### src/rtl/bitwise_ops_monitor_if.sv
// ----------------------------------------------------------------------------
// bitwise_ops_monitor_if
// Sample stream from a bitwise-operations unit into its checker.
//   s_valid : sample valid (master -> slave)
//   s_ready : sample ready (slave -> master); a sample is taken when both are 1
//   s_in    : 4-bit operand vector that was applied to the unit
//   s_res   : 18-bit result vector of the unit, bit k-1 carries out_k
// ----------------------------------------------------------------------------
interface bitwise_ops_monitor_if;
    logic        s_valid;
    logic        s_ready;
    logic [3:0]  s_in;
    logic [17:0] s_res;

    modport master (output s_valid, output s_in, output s_res, input s_ready);
    modport slave  (input s_valid, input s_in, input s_res, output s_ready);
endinterface

### src/rtl/bitwise_ops_monitor.sv
// ----------------------------------------------------------------------------
// bitwise_ops_monitor
// Checks a run of NUM_VECTORS samples from a bitwise-operations unit against a
// locally computed expected vector, counts mismatches (saturating) and reports
// pass/fail at the end of the run.
//
// Ports:
//   clk       : clock, rising edge
//   rst_n     : asynchronous active-low reset
//   start     : one-cycle pulse, begins a run from IDLE or DONE
//   smp       : sample stream (bitwise_ops_monitor_if.slave)
//   busy      : high in RUN and DRAIN
//   done      : one-cycle pulse on entry to DONE
//   pass      : in DONE, 1 when no mismatch was seen; 0 elsewhere
//   err_cnt   : saturating mismatch count of the current run
//   fail_in   : s_in of the first mismatching sample of the run
//   fail_res  : s_res of the first mismatching sample of the run
//
// Build option:
//   BITWISE_MON_CAPTURE_EN : when defined, fail_in/fail_res capture the first
//                            mismatching sample; otherwise they are tied to 0.
// ----------------------------------------------------------------------------
module bitwise_ops_monitor #(
    parameter int NUM_VECTORS = 16,
    parameter int ERR_W       = 8
) (
    input  logic                  clk,
    input  logic                  rst_n,
    input  logic                  start,
    bitwise_ops_monitor_if.slave  smp,
    output logic                  busy,
    output logic                  done,
    output logic                  pass,
    output logic [ERR_W-1:0]      err_cnt,
    output logic [3:0]            fail_in,
    output logic [17:0]           fail_res
);

    localparam logic [1:0] ST_IDLE  = 2'd0;
    localparam logic [1:0] ST_RUN   = 2'd1;
    localparam logic [1:0] ST_DRAIN = 2'd2;
    localparam logic [1:0] ST_DONE  = 2'd3;

    localparam logic [7:0]       LAST_IDX = 8'(NUM_VECTORS - 1);
    localparam logic [ERR_W-1:0] ERR_MAX  = '1;
    localparam logic [ERR_W-1:0] ERR_ONE  = ERR_W'(1);

    // Reference model of the bitwise-operations unit; bit k-1 is out_k.
    function automatic logic [17:0] expected_vec(input logic [3:0] v);
        logic        a;
        logic        b;
        logic [17:0] r;
        a     = v[0];
        b     = v[1];
        r[0]  = a & b;
        r[1]  = a | b;
        r[2]  = ~(a & b);
        r[3]  = ~(a | b);
        r[4]  = a ^ b;
        r[5]  = ~(a ^ b);
        r[6]  = ~(a ^ b);
        r[7]  = ~a;
        r[8]  = a;
        r[9]  = a;
        r[10] = a;
        r[11] = !a;
        r[12] = !a;
        r[13] = a;
        r[14] = ~a;
        r[15] = ~a;
        r[16] = (|v[1:0]) && (|v[3:2]);
        r[17] = (|v[1:0]) || (|v[3:2]);
        return r;
    endfunction

    logic [1:0]       state_reg;
    logic [1:0]       state_next;
    logic [7:0]       cnt_reg;
    logic             cmp_valid_reg;
    logic [3:0]       cmp_in_reg;
    logic [17:0]      cmp_res_reg;
    logic [ERR_W-1:0] err_cnt_reg;
    logic             done_reg;

    logic accept;
    logic start_ok;
    logic last_accept;
    logic mismatch;

    assign smp.s_ready = (state_reg == ST_RUN);
    assign accept      = smp.s_valid && (state_reg == ST_RUN);
    assign start_ok    = start && ((state_reg == ST_IDLE) || (state_reg == ST_DONE));
    assign last_accept = accept && (cnt_reg == LAST_IDX);
    // Compare stage works on the registered copy of the accepted sample.
    assign mismatch    = cmp_valid_reg && (cmp_res_reg != expected_vec(cmp_in_reg));

    always_comb begin
        state_next = state_reg;
        case (state_reg)
            ST_IDLE:  if (start_ok) state_next = ST_RUN;
            ST_RUN:   if (last_accept) state_next = ST_DRAIN;
            ST_DRAIN: state_next = ST_DONE;
            ST_DONE:  if (start_ok) state_next = ST_RUN;
            default:  state_next = ST_IDLE;
        endcase
    end

    always_ff @(posedge clk or negedge rst_n) begin
        if (!rst_n) begin
            state_reg     <= ST_IDLE;
            cnt_reg       <= 8'd0;
            cmp_valid_reg <= 1'b0;
            cmp_in_reg    <= 4'd0;
            cmp_res_reg   <= 18'd0;
            err_cnt_reg   <= '0;
            done_reg      <= 1'b0;
        end else begin
            state_reg     <= state_next;
            // DRAIN always moves to DONE, so having been in DRAIN marks DONE entry.
            done_reg      <= (state_reg == ST_DRAIN);
            cmp_valid_reg <= accept;
            if (accept) begin
                cmp_in_reg  <= smp.s_in;
                cmp_res_reg <= smp.s_res;
            end
            if (start_ok) begin
                cnt_reg     <= 8'd0;
                err_cnt_reg <= '0;
            end else begin
                if (accept) begin
                    cnt_reg <= cnt_reg + 8'd1;
                end
                if (mismatch && (err_cnt_reg != ERR_MAX)) begin
                    err_cnt_reg <= err_cnt_reg + ERR_ONE;
                end
            end
        end
    end

    assign busy    = (state_reg == ST_RUN) || (state_reg == ST_DRAIN);
    assign done    = done_reg;
    assign pass    = (state_reg == ST_DONE) && (err_cnt_reg == '0);
    assign err_cnt = err_cnt_reg;

`ifdef BITWISE_MON_CAPTURE_EN
    logic        fail_seen_reg;
    logic [3:0]  fail_in_reg;
    logic [17:0] fail_res_reg;

    always_ff @(posedge clk or negedge rst_n) begin
        if (!rst_n) begin
            fail_seen_reg <= 1'b0;
            fail_in_reg   <= 4'd0;
            fail_res_reg  <= 18'd0;
        end else if (start_ok) begin
            fail_seen_reg <= 1'b0;
            fail_in_reg   <= 4'd0;
            fail_res_reg  <= 18'd0;
        end else if (mismatch && !fail_seen_reg) begin
            fail_seen_reg <= 1'b1;
            fail_in_reg   <= cmp_in_reg;
            fail_res_reg  <= cmp_res_reg;
        end
    end

    assign fail_in  = fail_in_reg;
    assign fail_res = fail_res_reg;
`else
    assign fail_in  = 4'd0;
    assign fail_res = 18'd0;
`endif

endmodule

### src/flat_wrapper.sv
// flat-port wrapper written by rule: the top's interface ports become plain ports
module bitwise_ops_monitor_flat 
#(
    parameter int NUM_VECTORS = 16,
    parameter int ERR_W       = 8
)
  (clk, rst_n, start, busy, done, pass, err_cnt, fail_in, fail_res, smp_s_valid, smp_s_in, smp_s_res, smp_s_ready);
  bitwise_ops_monitor_if smp_i ();
  input  logic clk;
  input  logic rst_n;
  input  logic start;
  output logic busy;
  output logic done;
  output logic pass;
  output logic [ERR_W-1:0] err_cnt;
  output logic [3:0] fail_in;
  output logic [17:0] fail_res;
  input wire logic [$bits(smp_i.s_valid)-1:0] smp_s_valid;
  input wire logic [$bits(smp_i.s_in)-1:0] smp_s_in;
  input wire logic [$bits(smp_i.s_res)-1:0] smp_s_res;
  output wire logic [$bits(smp_i.s_ready)-1:0] smp_s_ready;
  assign smp_i.s_valid = smp_s_valid;
  assign smp_i.s_in = smp_s_in;
  assign smp_i.s_res = smp_s_res;
  assign smp_s_ready = smp_i.s_ready;
  bitwise_ops_monitor #(.NUM_VECTORS(NUM_VECTORS), .ERR_W(ERR_W)) u_core (.clk(clk), .rst_n(rst_n), .start(start), .smp(smp_i), .busy(busy), .done(done), .pass(pass), .err_cnt(err_cnt), .fail_in(fail_in), .fail_res(fail_res));
endmodule
### config.mk
export PLATFORM = sky130hd
export DESIGN_NAME = bitwise_ops_monitor_flat
export DESIGN_NICKNAME = d
export VERILOG_FILES = /design/src/rtl/bitwise_ops_monitor_if.sv /design/src/rtl/bitwise_ops_monitor.sv /design/src/flat_wrapper.sv
export SDC_FILE = /design/constraint.sdc
export NUM_CORES = 1
export LEC_CHECK = 0
export ABC_CLOCK_PERIOD_IN_PS = 5300
export BUFFER_PORTS_ARGS = -buffer_cell sky130_fd_sc_hd__buf_2
export CAP_MARGIN = 20
export CELL_PAD_IN_SITES_DETAIL_PLACEMENT = 1
export CELL_PAD_IN_SITES_GLOBAL_PLACEMENT = 2
export CORE_UTILIZATION = 33
export DETAILED_ROUTE_END_ITERATION = 10
export GPL_TIMING_DRIVEN = 0
export HOLD_SLACK_MARGIN = 0.15
export PLACE_DENSITY = 0.82
export SYNTH_ARGS = -nofsm -noshare
export SYNTH_HDL_FRONTEND = slang
export SYNTH_SLANG_ARGS = --single-unit
### constraint.sdc
create_clock -name clk -period 5.3 [get_ports clk]
set_input_delay 0.53 -clock clk [delete_from_list [all_inputs] [get_ports clk]]
set_output_delay 0.53 -clock clk [all_outputs]
set_load 0.02 [all_outputs]
### After elaboration in Yosys (flattened, before gate mapping)

Index checks and enable logic that the tools add are counted.

| word-level totals | value |
|---|---|
| flip-flop bits (word level) | 42 |
| input port bits | 26 |

| operators by class | value |
|---|---|
| $add $sub $neg | 2 |
| equal/unequal tests | 8 |
| mux-type cells | 7 |
| bitwise gates (word level) | 7 |
| reductions and logical operators | 19 |

Operator list:

| cell | number |
|---|---|
| two-way mux 8 bit | 4 |
| inequality test 18 bit | 1 |
| adder 8 x 1 -> 8 bit (second input constant) | 2 |
| equality test 8 x 4 -> 1 bit (second input constant) | 1 |
| logical NOT 8 bit | 1 |
| inequality test 8 bit (second input constant) | 1 |
| logical AND 1 bit | 7 |
| one-hot mux 2 bit (3 select lines) | 1 |
| OR reduction 2 bit | 3 |
| equality test 2 bit (second input constant) | 2 |
| two-way mux 2 bit | 2 |
| inequality test 2 x 1 -> 1 bit (second input constant) | 2 |
| NOT 1 bit | 4 |
| nonzero test 2 bit | 2 |
| logical OR 1 bit | 3 |
| equality test 2 x 1 -> 1 bit (second input constant) | 1 |
| logical NOT 2 bit | 1 |
| AND reduction 2 bit | 1 |
| bitwise AND 1 bit | 1 |
| logical NOT 1 bit | 1 |
| OR 1 bit | 1 |
| bitwise XOR 1 bit | 1 |

### Logic depth before layout (Yosys ltp)

Gate-level depths: netlist of run 1.

| depth | value |
|---|---|
| depth in word-level cells | 7 |
| mapped depth | 10 |

### Least setup slack after synthesis of run 1

OpenSTA, ideal clock, no wires.

| timing | value |
|---|---|
| path kind | flip-flop to flip-flop |
| start point | reg u_core.cmp_in_reg[0] |
| end point | reg u_core.err_cnt_reg[5] (netlist: u_core.err_cnt[5]) |
| data arrival time | 1,927 ps |
| slack | 3,294 ps |
| cell stages (with the launch flop) | 7 |
| buffers on the path | 0 |
| clock period less this slack | 2,006 ps |
| cell sequence | dfrtp_1 -> or4_1 -> or3_1 -> a211oi_2 -> a21boi_2 -> nand4_1 -> mux2i_1 |

| on the way | value |
|---|---|
| word-level cells in the longest chain between the ends | 6 |

Ends and longest elaborated chain:

| item | RTL line | text |
|---|---|---|
| from (decl) | bitwise_ops_monitor.sv:80 | `logic [3:0] cmp_in_reg;` |
| from (signal assigned) | bitwise_ops_monitor.sv:123 | `cmp_in_reg <= smp.s_in;` |
| OR reduction 2 bit, or another cell as far along | bitwise_ops_monitor.sv:71, bitwise_ops_monitor.sv:72 |  |
| logical AND 1 bit, or another cell as far along | bitwise_ops_monitor.sv:71 | `r[16] = (\|v[1:0]) && (\|v[3:2]);` |
| inequality test 18 bit (*) | bitwise_ops_monitor.sv:95 | `assign mismatch = cmp_valid_reg && (cmp_res_reg != expected_vec(cmp_in_reg));` |
| logical AND 1 bit (*) | bitwise_ops_monitor.sv:95 |  |
| logical AND 1 bit (*) | bitwise_ops_monitor.sv:133 | `if (mismatch && (err_cnt_reg != ERR_MAX)) begin` |
| nonzero test 2 bit (no line) (*) | -- |  |
| to (signal assigned) | bitwise_ops_monitor.sv:134 | `err_cnt_reg <= err_cnt_reg + ERR_ONE;` |
| to (decl) | bitwise_ops_monitor.sv:82 | `logic [ERR_W-1:0] err_cnt_reg;` |

Every way passes the cells marked *; elsewhere a longest branch is shown, timed or not.
A chain may end at the register's enable or synchronous reset.

### Worst setup path after layout of run 1

| timing | value |
|---|---|
| start point | reg u_core.cmp_in_reg[0] |
| end point | reg u_core.err_cnt_reg[7] (netlist: u_core.err_cnt[7]) |

The elaborated chain is that of the path after synthesis.

==> results of run 1 <==
==> kinds of logic (layout without fill, tap and decap cells) <==
family | Yosys count | after routing | share of synthesized area, %
and+or+nand+nor | 116 | 116 | 23.3
DFF | 42 | 42 | 47.2
buffers and inverters | 38 | 83 | 10.1
AOI/OAI and AO/OA | 22 | 22 | 6.74
xor gates and xnor gates | 13 | 13 | 5.11
adders and majority gates | 10 | 10 | 5.62
muxes | 4 | 4 | 1.80
other | 1 | 22 | 0.168
==> final cells by class <==
class	instances	area (um^2)	share of cell area, %
Multi-Input combinational cell	187	1030	38.4
Inverter	10	37.5	1.40
Tap cell	77	96.3	3.60
Buffer	28	188	7.01
Sequential cell	42	1050	39.2
Clock inverter	1	5.00	0.187
Clock buffer	7	86.3	3.22
Timing Repair Buffer	37	185	6.91
==> Yosys cell counts (2+ instances only) <==
| library cell | instances |
|---|---|
| a21oi_1 | 6 |
| a31o_2 | 2 |
| and3_1 | 3 |
| buf_1 | 2 |
| buf_4 | 22 |
| clkbuf_1 | 4 |
| dfrtp_1 | 42 |
| ha_1 | 10 |
| inv_1 | 10 |
| mux2i_1 | 4 |
| nand2_1 | 75 |
| nand2b_1 | 3 |
| nand3_1 | 4 |
| nand4_1 | 5 |
| nor2_1 | 15 |
| nor4bb_1 | 2 |
| o21ai_0 | 5 |
| o31ai_1 | 2 |
| or4_1 | 2 |
| xnor2_1 | 7 |
| xor2_1 | 6 |
==> power groups by stage <==
stage	clock, mW	combinational, mW	sequential [mW]
3_3_place_gp	0	0.466	0.511
2_1_floorplan	0	0.347	0.505
5_1_grt	0.236	0.537	0.527
3_5_place_dp	0	0.478	0.516
6_report	0.216	0.472	0.510
4_1_cts	0.226	0.484	0.510
==> worst paths after layout <==
check,end,depth (start not counted)
setup / recovery,u_core.err_cnt[7],8
hold / removal,u_core.err_cnt[5],1
setup reg to reg,u_core.err_cnt[7],8
hold reg to reg,u_core.cmp_res_reg[7],2
max in group asynchronous,u_core.cmp_res_reg[6],1
min in group clk,u_core.cmp_res_reg[3],3
==> metal layers <==
metal	global-route usage (%)	routed length [um]	up-vias
met5	0	0	-
met4	4.23	63	0
met3	3.05	218	5
met2	24.7	2250	39
met1	17.7	2150	817
li1	-	-	887
==> run metrics, run 1 <==
Cells after Synth between 200 and 250; Sw Pwr 0.479 mW; final slew viol count 0; antenna violations before repair 0; CP top delay family compound AO/OA/AOI/OAI gates; first-pass GRT wire length 8.04 mm; Die Y 84.2 um; pre-CTS setup slack 3.07 ns; Starting Density 34.7%; Synth async-reset ratio 100%; CTS Sinks 42; Crit. End Element register; Fillers between 700 and 800; H-tree levels 2; logic gate share of total power 39.4%; peak supply drop 136 uV; sequential share of power 42.6%; placer's final routability congestion estimate 0.748; Distinct cells, synth 36; post-synth top area share 47.2%; Clock Latency Late Sink approximately 0.29 ns; Tcrit/Tclk final 42.1%; PnR Total Power ~1.2 mW; layout cells sized above 1 22.8%; RSZ-0062 raised after global routing no; drt drc 8; synthesis-stage register bit count 42; WP data arrival 2.42 ns; critical-path cell list inv_1 -> ha_1 -> nor4bb_1 -> o2111ai_1 -> a211oi_2 -> a21boi_2 -> nand4_1 -> mux2i_1; Post-synth top flop dfrtp_1; most frequent cells in the layout nand2_1 (75), dfrtp_1 (42), buf_2 (37); status complete, but fails checks; CTS tree done; Syn Area/Cell roughly 9.1 um^2; Setup TNS Final 0 ns; critical path's slowest cell dfrtp_1; grt ovf 0; Switching Share 40.0%; Die ar. 7080 um^2; launch point of the worst path u_core.cmp_in_reg[0]; post-layout min period approximately 2.2 ns; placed wire-length estimate 3.50 mm; 1st-pass router iterations 7; final worst slack roughly 3.1 ns; worst hold path type in2async; flop-to-flop setup slack 3.07 ns; Synth area leaders dfrtp_1 (47%), nand2_1 (13%), buf_4 (7.4%); hold_ws 0.383 ns; placed cell count 381; violated checks design-rule violations; Site Rows 29; DRT iter0 DRCs 72; clock power share ~18%; Via density 4.49; final core occ 41.7%; commonest non-fill, non-tap cell in the layout nand2_1; final WL about 4.7 mm; overall global routing resource usage 14.2%; reg-to-reg startpoint u_core.cmp_in_reg[0]; nets 347; placed inst area between 2000 and 3000 um^2; crit start category register; Finished Cell Area 2680 um^2; vias 1748; fmax 448 MHz; WL per Instance 12.0 um; critical path type reg2reg; number of max-cap violations 0; CTS resizes 0; Leakage 1.47 nW; Data required, critical path 5.49 ns; Rel. slew slack a little over a third; diode count 0; internal power 0.718 mW; area leader, netlist dfrtp_1; Clock Skew 0.00821 ns; synthesis-to-finish area growth 20.3%; Worst-path clk slew 0.08 ns; Clock Path Buffers 2; Die Wd between 80 and 90 um; max reg flops 18; Worst Max-Slew Pin Slew about 0.96 ns; Ports 60; CTS buffer count 5; postcts setup bufs 0; largest net degree at the start of global routing 43; post-synthesis instance area between 2000 and 2500 um^2; crit-path max cell delay 0.43 ns; Post-CTS Hold Buffers 0; DRT antenna net count 0; port bufs 37; Final setup viols 0; WP buf/inv 1; CTS root buf clkbuf_8; number of global-route vias before repair between 1500 and 2000; final cell count without fillers 389; crit path max fanout 10; Core Area between 6000 and 7000 um^2; Synth warnings 0; Fin. Hold Viols 0; pwr/cell area 447 nW/um^2; register area share after synthesis 47.2%; Post-synth EDFFs 0
Note: power is estimated with default switching activity, not from simulation.
==> run 2, diff against run 1 <==
--- a/config.mk
+++ b/config.mk
@@ -5,16 +5,16 @@
 export SDC_FILE = /design/constraint.sdc
 export NUM_CORES = 1
 export LEC_CHECK = 0
-export ABC_CLOCK_PERIOD_IN_PS = 5300
+export ABC_CLOCK_PERIOD_IN_PS = 2000
 export BUFFER_PORTS_ARGS = -buffer_cell sky130_fd_sc_hd__buf_2
 export CAP_MARGIN = 20
 export CELL_PAD_IN_SITES_DETAIL_PLACEMENT = 1
 export CELL_PAD_IN_SITES_GLOBAL_PLACEMENT = 2
-export CORE_UTILIZATION = 33
+export CORE_UTILIZATION = 28
 export DETAILED_ROUTE_END_ITERATION = 10
 export GPL_TIMING_DRIVEN = 0
 export HOLD_SLACK_MARGIN = 0.15
-export PLACE_DENSITY = 0.82
+export PLACE_DENSITY = 0.74
 export SYNTH_ARGS = -nofsm -noshare
 export SYNTH_HDL_FRONTEND = slang
 export SYNTH_SLANG_ARGS = --single-unit
==> constraint.sdc (replaced) <==
create_clock -name clk -period 2 [get_ports clk]
set_input_delay 0.2 -clock clk [delete_from_list [all_inputs] [get_ports clk]]
set_output_delay 0.2 -clock clk [all_outputs]
set_load 0.02 [all_outputs]
==> run metrics, run 2 (synthesis gave the netlist of run 1 again) <==
worst hold path type in2async; grt ovf 0; overall global routing resource usage 13.5%; sequential share of power about two fifths; Finished Cell Area 3140 um^2; status complete, but fails checks; Die Wd ~91 um; Clock Skew between 0.01 and 0.015 ns; critical path's slowest cell dfrtp_1; 1st-pass router iterations 4; drt drc 0; internal power 2.11 mW; largest net degree at the start of global routing 43; Site Rows 32; final WL 5.37 mm; vias ~1900; max reg flops 18; violated checks negative setup slack; number of global-route vias before repair 1868; final core occ 40.6%; CTS tree done; WL per Instance 12.0 um; Starting Density between 20% and 30%; Core Area 7730 um^2; Tcrit/Tclk final 104%; WP buf/inv 2; Clock Path Buffers 2; number of max-cap violations 0; pre-CTS setup slack -0.254 ns; peak supply drop 431 uV; hold_ws 0.242 ns; RSZ-0062 raised after global routing yes; met1 WL 2.43 mm; first-pass GRT wire length 8.97 mm; post-layout min period ~2.1 ns; commonest non-fill, non-tap cell in the layout nand2_1; placed cell count 406; final cell count without fillers 447; Worst-path clk slew around 0.090 ns; CTS buffer count 5; Crit. End Element register; final worst slack -0.0756 ns; pwr/cell area 1130 nW/um^2; antenna violations before repair 0; PnR Total Power 3.53 mW; crit path max fanout 5; DRT antenna net count 0; logic gate share of total power 44.9%; critical-path cell list buf_6 -> or4_1 -> or3_1 -> a211oi_2 -> buf_4 -> a21boi_4 -> xnor2_1 -> nor2_1; port bufs 37; final slew viol count 0; placer's final routability congestion estimate 0.717; Leakage 1.65 nW; WP data arrival 2.25 ns; metal2 WL between 2 and 3 mm; DRT iter0 DRCs 33; Die Y 91.2 um; crit start category register; Via density between 4 and 5; Ports 60; diode count 0; most frequent cells in the layout nand2_1 (75), dfrtp_1 (42), buf_2 (37); Final setup viols 7; fmax 482 MHz; CTS root buf clkbuf_8; CTS Sinks 42; placed inst area 2620 um^2; Data required, critical path ~2.2 ns; synthesis-to-finish area growth 40.8%; Switching Share 40.4%; layout cells sized above 1 27.5%; placed wire-length estimate 3.59 mm; Sw Pwr 1.43 mW; met3 WL 131 um; clock power share around 16%; CP top delay family simple AND/OR/NAND/NOR gates; Setup TNS Final -0.383 ns; critical path type reg2reg; Clock Latency Late Sink 0.29 ns; crit-path max cell delay 0.42 ns; top metal layer carrying routed signals met4; H-tree levels 2; Die ar. slightly above 8000 um^2; Fin. Hold Viols 0; nets 380
## run 2: changes by cell type in the layout (fill, tap and decap cells not counted), moves of 2 or more
cell           before  now
inv_1              10    8
ha_1               10    8
dlygate4sd3_1       0   23
buf_4              22   28
inv_2               0    2
nor4bb_1            2    0
buf_6               0    3
o31ai_1             2    0
nor4bb_4            0    2
## run 2: area by class of cell
type	instances	area (um^2)
Sequential cell	42	1050
Fill cell	934	4590
Tap cell	102	128
Inverter	10	37.5
Multi-Input combinational cell	188	1130
Clock inverter	1	5.00
Clock buffer	7	86.3
Timing Repair Buffer	69	507
Buffer	28	193
## run 2: power groups by stage
stage	clock network, mW	logic, mW	registers (mW)
floorplan	0	0.921	1.34
global placement	0	1.25	1.36
detailed placement	0	1.28	1.36
CTS	0.598	1.49	1.35
global route	0.634	1.78	1.42
finish	0.577	1.58	1.37
## run 2: what timing repair did
| action | CTS | global route |
|---|---|---|
| gates cloned | 1 | 0 |
| hold buffers | 23 | 0 |
| pin swaps | 11 | 9 |
| buffers inserted | 5 | 3 |
| endpoints found under the hold margin | 64 | 0 |
| gates resized for setup | 14 | 10 |
| endpoints found under the setup margin | 27 | 15 |
## run 2: final timing paths
| kind | slack, ns | depth (start not counted) | from | endpoint |
|---|---|---|---|---|
| setup / recovery | -0.08 | 8 | u_core.cmp_in_reg[0] | u_core.err_cnt[0] |
| hold / removal | 0.24 | 2 | rst_n | u_core.err_cnt[5] |
| setup reg to reg | -0.08 | 8 | u_core.cmp_in_reg[0] | u_core.err_cnt[0] |
| hold reg to reg | 0.51 | 2 | u_core.cmp_res_reg[16] | u_core.cmp_res_reg[16] |
| max in group asynchronous | 1.33 | 3 | rst_n | u_core.cnt_reg[0] |
| min in group clk | 0.26 | 3 | start | u_core.state_reg[1] |
## run 2: layer usage
metal / track usage, % / up-vias
met5: 0 / -
met4: 3.57 / 0
met3: 2.51 / 5
met2: 23.6 / 31
met1: 17.1 / 912
li1: - / 951
==> run 3, diff against run 2 <==
==> constraint.sdc (replaced) <==
create_clock -name clk -period 2 [get_ports clk]
set_input_delay 0.4 -clock clk [delete_from_list [all_inputs] [get_ports clk]]
set_output_delay 0.4 -clock clk [all_outputs]
set_load 0.02 [all_outputs]
==> run metrics, run 3 (synthesis gave the netlist of run 1 again) <==
status complete, but fails checks; violated checks negative setup slack; diode count 0; Die Wd 91.2 um; WL per Instance 12.4 um; first-pass GRT wire length 8.83 mm; WP data arrival 2.24 ns; final WL 5.25 mm; crit start category register; final slew viol count 0; placer's final routability congestion estimate 0.717; drt drc 0; port bufs 37; flop-to-flop setup slack -0.07 ns; final core occ roughly 38%; nets 358; Via density between 4 and 5; Final setup viols 7; 1st-pass router iterations 4; peak supply drop 427 uV; Site Rows 32; critical-path cell list buf_6 -> or4_1 -> or3_1 -> a211oi_2 -> buf_4 -> a21boi_4 -> xnor2_1 -> nor2_1; pwr/cell area 1210 nW/um^2; Leakage between 1.5 and 2 nW; RSZ-0062 raised after global routing yes; vias 1815; most frequent cells in the layout nand2_1 (75), dfrtp_1 (42), buf_2 (37); reg-to-reg startpoint u_core.cmp_in_reg[0]; final worst slack -0.0699 ns; hold_ws 0.294 ns; overall global routing resource usage 13.4%; synthesis-to-finish area growth 31.2%; Crit. End Element register; CTS Sinks 42; CTS root buf clkbuf_8; DRT antenna net count 0; crit path max fanout 5; fmax 483 MHz; commonest non-fill, non-tap cell in the layout nand2_1; antenna violations before repair 0; Die Y 91.2 um; layout cells sized above 1 between 20% and 30%; Worst-path clk slew 0.08 ns; number of global-route vias before repair between 1500 and 2000; placed wire-length estimate 3.59 mm; post-layout min period 2.07 ns; largest net degree at the start of global routing 43; crit-path max cell delay between 0.4 and 0.5 ns; critical path type reg2reg; Fin. Hold Viols 0; Clock Path Buffers 2; critical path's slowest cell dfrtp_1; Data required, critical path 2.17 ns; grt ovf 0; critical hold path startpoint smp_s_res[9]; Tcrit/Tclk final 103%; Clock Latency Late Sink 0.29 ns; end of the worst register-to-register path u_core.err_cnt[0]; hold-critical path endpoint u_core.cmp_res_reg[9]; Starting Density 28.8%; CTS tree done; Worst Reg-to-Reg Cells 8; worst hold path type in2reg; Clock Skew 0.00828 ns; H-tree levels 2; DRT iter0 DRCs 40; Ports 60; Core Area approximately 7700 um^2; launch point of the worst path u_core.cmp_in_reg[0]; Die ar. between 8000 and 9000 um^2; number of cells on the worst hold path 3; max reg flops 18; CTS buffer count 5; number of max-cap violations 0
-- run 3: report_power, final --
group,switching (mW),internal (mW)
clock,0.292,0.279
sequential,0.239,1.13
combinational,0.897,0.686
total,1.43,2.09
-- run 3: critical path, delay by kind of cell (launching register included) --
| kind | cells | cell delay [ns] |
|---|---|---|
| AND/OR/NAND/NOR | 3 | 0.77 |
| flip-flops | 1 | 0.42 |
| buffers and inverters | 2 | 0.30 |
| AO/OA/AOI/OAI | 2 | 0.26 |
| XOR/XNOR | 1 | 0.21 |
-- run 3: worst max-delay path by stage --
stage | end | slack (ns) | cells after the start
floorplan | u_core.cnt_reg[7] | 0.02 | 10
global placement | u_core.err_cnt[7] | -0.24 | 8
detailed placement | u_core.err_cnt[7] | -0.25 | 8
CTS | u_core.err_cnt[7] | -0.10 | 7
global route | u_core.err_cnt[7] | -0.21 | 9
finish | u_core.err_cnt[0] | -0.07 | 8
-- run 3: timing repair --
action                                  CTS  global route
pin swaps                                11             9
resized for setup                        14            11
endpoints found under the setup margin   27            20
cloned                                    1             0
hold buffers                              0             1
hold endpoints to repair                  0             3
buffers inserted                          5             3
-- run 3: metal layers --
metal  share of wire (%)  routed length (um)  GRT usage (%)  up-vias
li1                    -                   -              -      906
met1                  45                2350           16.8      872
met2                  51                2700           23.5       31
met3                 2.8                 145           2.68        6
met4                 1.2                  63           3.57        0
met5                   0                   0              0        -
-- run 3: per-stage QoR --
step / power [mW] / worst slack, ns / instances / setup TNS [ns] / instance area (um^2)
2_1_floorplan: 2.26 / 0.0248 / 267 / 0 / 2310
3_3_place_gp: 2.60 / -0.236 / 406 / -1.70 / 2620
3_5_place_dp: 2.65 / -0.254 / 406 / -1.90 / 2620
4_1_cts: 3.40 / -0.100 / 420 / -0.576 / 2820
5_1_grt: 3.83 / -0.207 / 425 / -1.38 / 2920
6_report: 3.52 / -0.0699 / 425 / -0.382 / 2920
-- run 3: final cells by class --
type	count	area (um^2)
Clock inverter	1	5.00
Inverter	10	37.5
Buffer	28	193
Multi-Input combinational cell	188	1140
Timing Repair Buffer	47	287
Sequential cell	42	1050
Fill cell	941	4800
Tap cell	102	128
Clock buffer	7	86.3
